`src/rtl/fp8_dot_accumulator.sv`:
```
// FP8 dot-product accumulator.
// Takes S/E4/M3 products over a valid/ready stream and sums them in a signed
// fixed-point register that saturates. When the last term arrives, it normalises
// the sum one bit per cycle and returns one FP8 result over a valid/ready handshake.
// ACC_W must be at least 20 so that the largest term, 15 << 15, fits.
module fp8_dot_accumulator #(
    parameter int EXP_BITS      = 4,
    parameter int MANTISSA_BITS = 3,
    parameter int BIAS          = 7,
    parameter int ACC_W         = 24
) (
    input  logic                              clk,
    input  logic                              rst,
    input  logic                              in_valid,
    output logic                              in_ready,
    input  logic [EXP_BITS+MANTISSA_BITS:0]   in_data,
    input  logic                              in_last,
    output logic                              out_valid,
    input  logic                              out_ready,
    output logic [EXP_BITS+MANTISSA_BITS:0]   out_data,
    output logic                              out_sat
);
    localparam int FW    = 1 + EXP_BITS + MANTISSA_BITS;
    localparam int POS_W = $clog2(ACC_W);
    localparam int EXP_MAX = (1 << EXP_BITS) - 1;

    localparam logic [1:0] ST_ACCUM = 2'd0;
    localparam logic [1:0] ST_NORM  = 2'd1;
    localparam logic [1:0] ST_OUT   = 2'd2;

    localparam logic signed [ACC_W:0]   SUM_MAX = (ACC_W+1)'((64'd1 << (ACC_W-1)) - 64'd1);
    localparam logic signed [ACC_W:0]   SUM_MIN = -SUM_MAX;
    localparam logic [POS_W-1:0]        POS_TOP = POS_W'(ACC_W-2);

    logic [1:0]               state_q, state_d;
    logic signed [ACC_W-1:0]  acc_q, acc_d;
    logic                     sat_q, sat_d;
    logic [ACC_W-2:0]         m_q, m_d;
    logic [POS_W-1:0]         pos_q, pos_d;
    logic                     first_q, first_d;
    logic [FW-1:0]            out_data_q, out_data_d;
    logic                     out_sat_q, out_sat_d;

    logic                     term_s;
    logic [EXP_BITS-1:0]      term_e;
    logic [MANTISSA_BITS-1:0] term_m;
    logic signed [ACC_W-1:0]  term_val;
    logic signed [ACC_W:0]    sum_wide;
    logic signed [ACC_W-1:0]  sum_clamped;
    logic                     sum_sat;
    logic [ACC_W-1:0]         acc_abs;
    logic [FW-1:0]            pack_data;
    logic                     pack_exp_sat;

    assign term_s = in_data[FW-1];
    assign term_e = in_data[FW-2:MANTISSA_BITS];
    assign term_m = in_data[MANTISSA_BITS-1:0];

    assign in_ready  = (state_q == ST_ACCUM);
    assign out_valid = (state_q == ST_OUT);
    assign out_data  = out_data_q;
    assign out_sat   = out_sat_q;

    // Convert the incoming term to fixed point and add it to the sum with saturation.
    // E==0 flushes the term to zero.
    always_comb begin
        logic [ACC_W-1:0] mag;
        mag      = ACC_W'({1'b1, term_m}) << term_e;
        term_val = '0;
        if (term_e != '0)
            term_val = term_s ? -$signed(mag) : $signed(mag);
        sum_wide    = {acc_q[ACC_W-1], acc_q} + {term_val[ACC_W-1], term_val};
        sum_sat     = 1'b0;
        sum_clamped = ACC_W'(sum_wide);
        if (sum_wide > SUM_MAX) begin
            sum_clamped = ACC_W'(SUM_MAX);
            sum_sat     = 1'b1;
        end else if (sum_wide < SUM_MIN) begin
            sum_clamped = ACC_W'(SUM_MIN);
            sum_sat     = 1'b1;
        end
        // The clamp is symmetric, so |acc| always fits in ACC_W-1 bits.
        acc_abs = acc_q[ACC_W-1] ? ACC_W'(-acc_q) : ACC_W'(acc_q);
    end

    // Build the FP8 encoding from the normalised magnitude.
    // The MSB sits at bit pos with LSB weight 2^-(BIAS+M), so the biased exponent is pos-(BIAS+M)+BIAS.
    always_comb begin
        int e_int;
        e_int        = int'(pos_q) - (BIAS + MANTISSA_BITS) + BIAS;
        pack_exp_sat = 1'b0;
        if (m_q == '0 || e_int < 0) begin
            pack_data = '0;
        end else if (e_int > EXP_MAX) begin
            pack_data    = {acc_q[ACC_W-1], {(FW-1){1'b1}}};
            pack_exp_sat = 1'b1;
        end else begin
            pack_data = {acc_q[ACC_W-1], EXP_BITS'(e_int), m_q[ACC_W-3 -: MANTISSA_BITS]};
        end
    end

    // Next-state logic for the ACCUM -> NORM -> OUT sequence.
    always_comb begin
        state_d    = state_q;
        acc_d      = acc_q;
        sat_d      = sat_q;
        m_d        = m_q;
        pos_d      = pos_q;
        first_d    = first_q;
        out_data_d = out_data_q;
        out_sat_d  = out_sat_q;
        case (state_q)
            ST_ACCUM: begin
                if (in_valid) begin
                    acc_d = sum_clamped;
                    if (sum_sat)
                        sat_d = 1'b1;
                    if (in_last) begin
                        state_d = ST_NORM;
                        first_d = 1'b1;
                    end
                end
            end
            ST_NORM: begin
                if (first_q) begin
                    m_d     = acc_abs[ACC_W-2:0];
                    pos_d   = POS_TOP;
                    first_d = 1'b0;
                end else if (m_q == '0 || m_q[ACC_W-2]) begin
                    out_data_d = pack_data;
                    out_sat_d  = sat_q | pack_exp_sat;
                    sat_d      = sat_q | pack_exp_sat;
                    state_d    = ST_OUT;
                end else begin
                    m_d   = m_q << 1;
                    pos_d = pos_q - 1'b1;
                end
            end
            ST_OUT: begin
                if (out_ready) begin
                    acc_d   = '0;
                    sat_d   = 1'b0;
                    state_d = ST_ACCUM;
                end
            end
            default: state_d = ST_ACCUM;
        endcase
    end

    // State registers. Reset discards any sum or result that is in flight.
    always_ff @(posedge clk or posedge rst) begin
        if (rst) begin
            state_q    <= ST_ACCUM;
            acc_q      <= '0;
            sat_q      <= 1'b0;
            m_q        <= '0;
            pos_q      <= POS_TOP;
            first_q    <= 1'b0;
            out_data_q <= '0;
            out_sat_q  <= 1'b0;
        end else begin
            state_q    <= state_d;
            acc_q      <= acc_d;
            sat_q      <= sat_d;
            m_q        <= m_d;
            pos_q      <= pos_d;
            first_q    <= first_d;
            out_data_q <= out_data_d;
            out_sat_q  <= out_sat_d;
        end
    end
endmodule

```
`config.mk`:
```
export PLATFORM = sky130hd
export DESIGN_NAME = fp8_dot_accumulator
export DESIGN_NICKNAME = d
export VERILOG_FILES = /design/src/rtl/fp8_dot_accumulator.sv
export SDC_FILE = /design/constraint.sdc
export NUM_CORES = 1
export LEC_CHECK = 0
export ABC_CLOCK_PERIOD_IN_PS = 3600
export CAP_MARGIN = 20
export CORE_ASPECT_RATIO = 1.1
export CORE_MARGIN = 8
export CORE_UTILIZATION = 60
export CTS_BUF_LIST = sky130_fd_sc_hd__clkbuf_4 sky130_fd_sc_hd__clkbuf_8
export DETAILED_ROUTE_END_ITERATION = 8
export PLACE_DENSITY = 0.9
export SETUP_SLACK_MARGIN = 0.02
export SLEW_MARGIN = 20
export SYNTH_ARGS = -nofsm -noshare
export SYNTH_HDL_FRONTEND = slang
export SYNTH_SLANG_ARGS = --single-unit
```
`constraint.sdc`:
```
create_clock -name clk -period 3.6 [get_ports clk]
set_clock_uncertainty 0.05 [all_clocks]
set_input_delay 0.72 -clock clk [delete_from_list [all_inputs] [get_ports clk]]
set_output_delay 0.72 -clock clk [all_outputs]
set_load 0.005 [all_outputs]
```
==> flow_metrics.env <==
export IMPL_path_max_fanout=10
export IMPL_clk_pin_slew_ps=80
export IMPL_ys_seq_area_frac=0.2608
export IMPL_p_total_w=0.009158
export IMPL_dp_hpwl_mm=14.80
export IMPL_worstSetupPathType="in2reg"
export IMPL_maxCapViolCount=0
export IMPL_viasPerCell=7.528
export IMPL_cts_root_buffer="clkbuf_8"
export IMPL_drtIter0Drc=1640
export IMPL_die_w_um=113.3
export IMPL_yosysWarnings=0
export IMPL_yosysUniqueCellTypes=78
export IMPL_diodes=0
export IMPL_dr_pass1_iters=9
export IMPL_n_fill_cell=436
export IMPL_syn_inst=833
export IMPL_drc=99
export IMPL_crit_arrival_ps=5540
export IMPL_synth_top_area_share=0.2482
export IMPL_dp_cells=1078
export IMPL_syn2layout_area_growth_pct=40.57
export IMPL_synth_edf_count=0
export IMPL_dr_total_vias=8484
export IMPL_final_area_um2=8787
export IMPL_worstMarginPinSlew_ps=944.8
export IMPL_fin_crit_ps=5422
export IMPL_synth_ff_type="dfrtp_1"
export IMPL_cts_made_buffers=9
export IMPL_hold_viol=0
export IMPL_power_leakage_nw=3.800
export IMPL_cp_start_kind="input pin"
export IMPL_die_y_um=123.1
export IMPL_grt_max_degree=34
export IMPL_ios=24
export IMPL_netlist_top_cells_area="dfrtp_1, nand2_1, ha_1"
export IMPL_routabilityCongestion=1.028
export IMPL_cts_sinks=65
export IMPL_synth_seq_cells=65
export IMPL_cts_htree_levels=3
export IMPL_holdBufCountCts=0
export IMPL_drive_above_1_share=0.3297
export IMPL_multi_input_area_um2=4862
export IMPL_grt_pass1_vias=8025
export IMPL_setup_slack_ps=-1822
export IMPL_powerDensity_nw_per_um2=1042
export IMPL_wl_mm=31.27
export IMPL_grt_overflow_total=0
export IMPL_core_area_um2=10250
export IMPL_wire_per_inst_um=27.74
export IMPL_synth_most_common_cell="nand2_1"
export IMPL_fmax_mhz=184.5
export IMPL_cp_end_kind="flip-flop"
export IMPL_ir_worst_vdd_v=0.0005553
export IMPL_nets=1046
export IMPL_instances_no_fill=1127
export IMPL_relSlewSlack=0.3663
export IMPL_dieArea_um2=13940
export IMPL_status="finished with violations"
export IMPL_worstPathRequired_ps=3720
export IMPL_rows=39
export IMPL_grt_pass1_wl_mm=41.75
export IMPL_async_flop_share=1.000
export IMPL_seqCellArea_um2=1630
export IMPL_report_final_slew_viol_count=0
export IMPL_grt_total_usage=0.3859
export IMPL_violations="DRC, setup timing"
export IMPL_cts_tree="built"
export IMPL_synth_top_area_cell="dfrtp_1"
export IMPL_place_area_um2=7709
export IMPL_holdCritPathClass="reg2reg"
export IMPL_io_buffers=23
export IMPL_rsz0062_at_grt="yes"
export IMPL_synth_fp_nets=880
export IMPL_setup_viol=25
export IMPL_start_util=0.6100
export IMPL_synthTopCellsByCount="nand2_1, o21ai_0, nor2_1"
export IMPL_postRouteAntennaNets=0
export IMPL_cts_buffer_depth=2
export IMPL_clock_latency_ps=360
export IMPL_antenna_found_initial=3
export IMPL_avgSynthCellArea_um2=7.504
export IMPL_fin_crit_sh=1.506
export IMPL_syn_area_um2=6251
area by class of cell:
class / count / area share
Inverter: 30 / 0.01296
Tap cell: 123 / 0.01751
Sequential cell: 65 / 0.1855
Clock inverter: 5 / 0.006265
Timing Repair Buffer: 211 / 0.2079
Clock buffer: 11 / 0.01652
Multi-Input combinational cell: 682 / 0.5533
layout by cell type, fill, tap and decap left out, types with 6 or more instances in the layout:
cell,count
xor2_1,27
dfrtp_1,62
buf_6,16
xnor2_1,26
o21ai_2,23
nand4_1,13
clkdlybuf4s50_1,16
o21ai_0,71
nand2_1,126
a21oi_2,6
clkbuf_8,10
buf_4,167
o31ai_1,8
o22ai_1,6
buf_12,7
a211oi_1,6
a21oi_1,42
nor2_1,71
mux2i_1,6
nand2b_1,9
nor4_1,6
inv_1,28
ha_1,26
nor2b_1,7
nor3_1,10
a22oi_1,21
nand3_1,11
a21o_1,9
o211ai_1,10
final timing paths:
| kind | cells past startpoint | from | endpoint | slack [ps] |
|---|---|---|---|---|
| max | 24 | in_data[6] | acc_q[9]$_DFFE_PP0P_ | -1820 |
| min | 2 | out_data[5]$_DFFE_PP0P_ | out_data[5]$_DFFE_PP0P_ | 440 |
| max reg2reg | 12 | acc_q[5]$_DFFE_PP0P_ | acc_q[9]$_DFFE_PP0P_ | -550 |
| min reg2reg | 2 | out_data[5]$_DFFE_PP0P_ | out_data[5]$_DFFE_PP0P_ | 440 |
| max in group asynchronous | 3 | rst | pos_q[4]$_DFFE_PP1P_ | 2150 |
| min in group asynchronous | 2 | rst | out_data[0]$_DFFE_PP0P_ | 580 |
kinds of logic (layout without fill, tap and decap cells):
family | Yosys count | in the layout | share of synthesized area
other | 1 | 1 | 0.0005999
buffers and inverters | 86 | 257 | 0.05725
multiplexers | 12 | 12 | 0.01962
flip-flops | 65 | 65 | 0.2608
XOR/XNOR | 57 | 57 | 0.07986
AO/OA/AOI/OAI | 264 | 264 | 0.2720
adder cells (fa/ha/maj) | 35 | 35 | 0.07086
AND/OR/NAND/NOR | 313 | 313 | 0.2390
worst max-delay path, stage by stage:
cell and delay, ps:
clkbuf_2 110, buf_6 120, nor3_4 210, nand2_1 100
ha_2 210, and2b_2 240, buf_6 130, buf_12 120
a21oi_4 210, o21a_1 180, o21ai_2 90, o22ai_4 220
ha_4 260, buf_12 130, a21oi_4 210, o211ai_1 170
a31oi_2 310, a2111oi_4 90, or3_4 400, nand4_2 140
buf_4 190, nand2_1 140, a22oi_1 560, o21ai_2 280
sequential cells by signal (all words and copies together), names as in the netlist:
name / count
acc_q: 24
first_q: 1
pos_q: 5
sat_q: 1
state_q: 2
m_q: 23
out_data: 8
out_sat: 1
where the power goes:
part           internal [W]  total [W]  switching (W)
Sequential          0.00109    0.00168       0.000595
Combinational       0.00285    0.00682        0.00398
Clock              0.000344   0.000652       0.000308
what timing repair did:
action,in CTS,in global routing
setup endpoints to repair,25,27
resized for setup,99,70
setup buffers,20,11
cloned,4,0
pin swaps,45,41
layer usage:
metal	track usage	vias up	wire, µm
li1	-	3312	-
met1	0.3993	3754	9559
met2	0.6191	987	13470
met3	0.1417	429	4577
met4	0.3350	2	3647
met5	0	-	13
per-stage QoR:
stage                       util  hold slack [ps]  worst slack (ps)  setup TNS [ps]
after detailed placement  0.7523            426.0             -1843          -44860
final                     0.8575            442.4             -1822          -39560
after global routing      0.8575            466.9             -1879          -42600
after CTS                 0.8203            442.2             -1145          -27000
after floorplan                -            416.6            -994.2          -23510
after global placement    0.7523            412.3             -1725          -42280
Power figures use the tool's default switching activity.
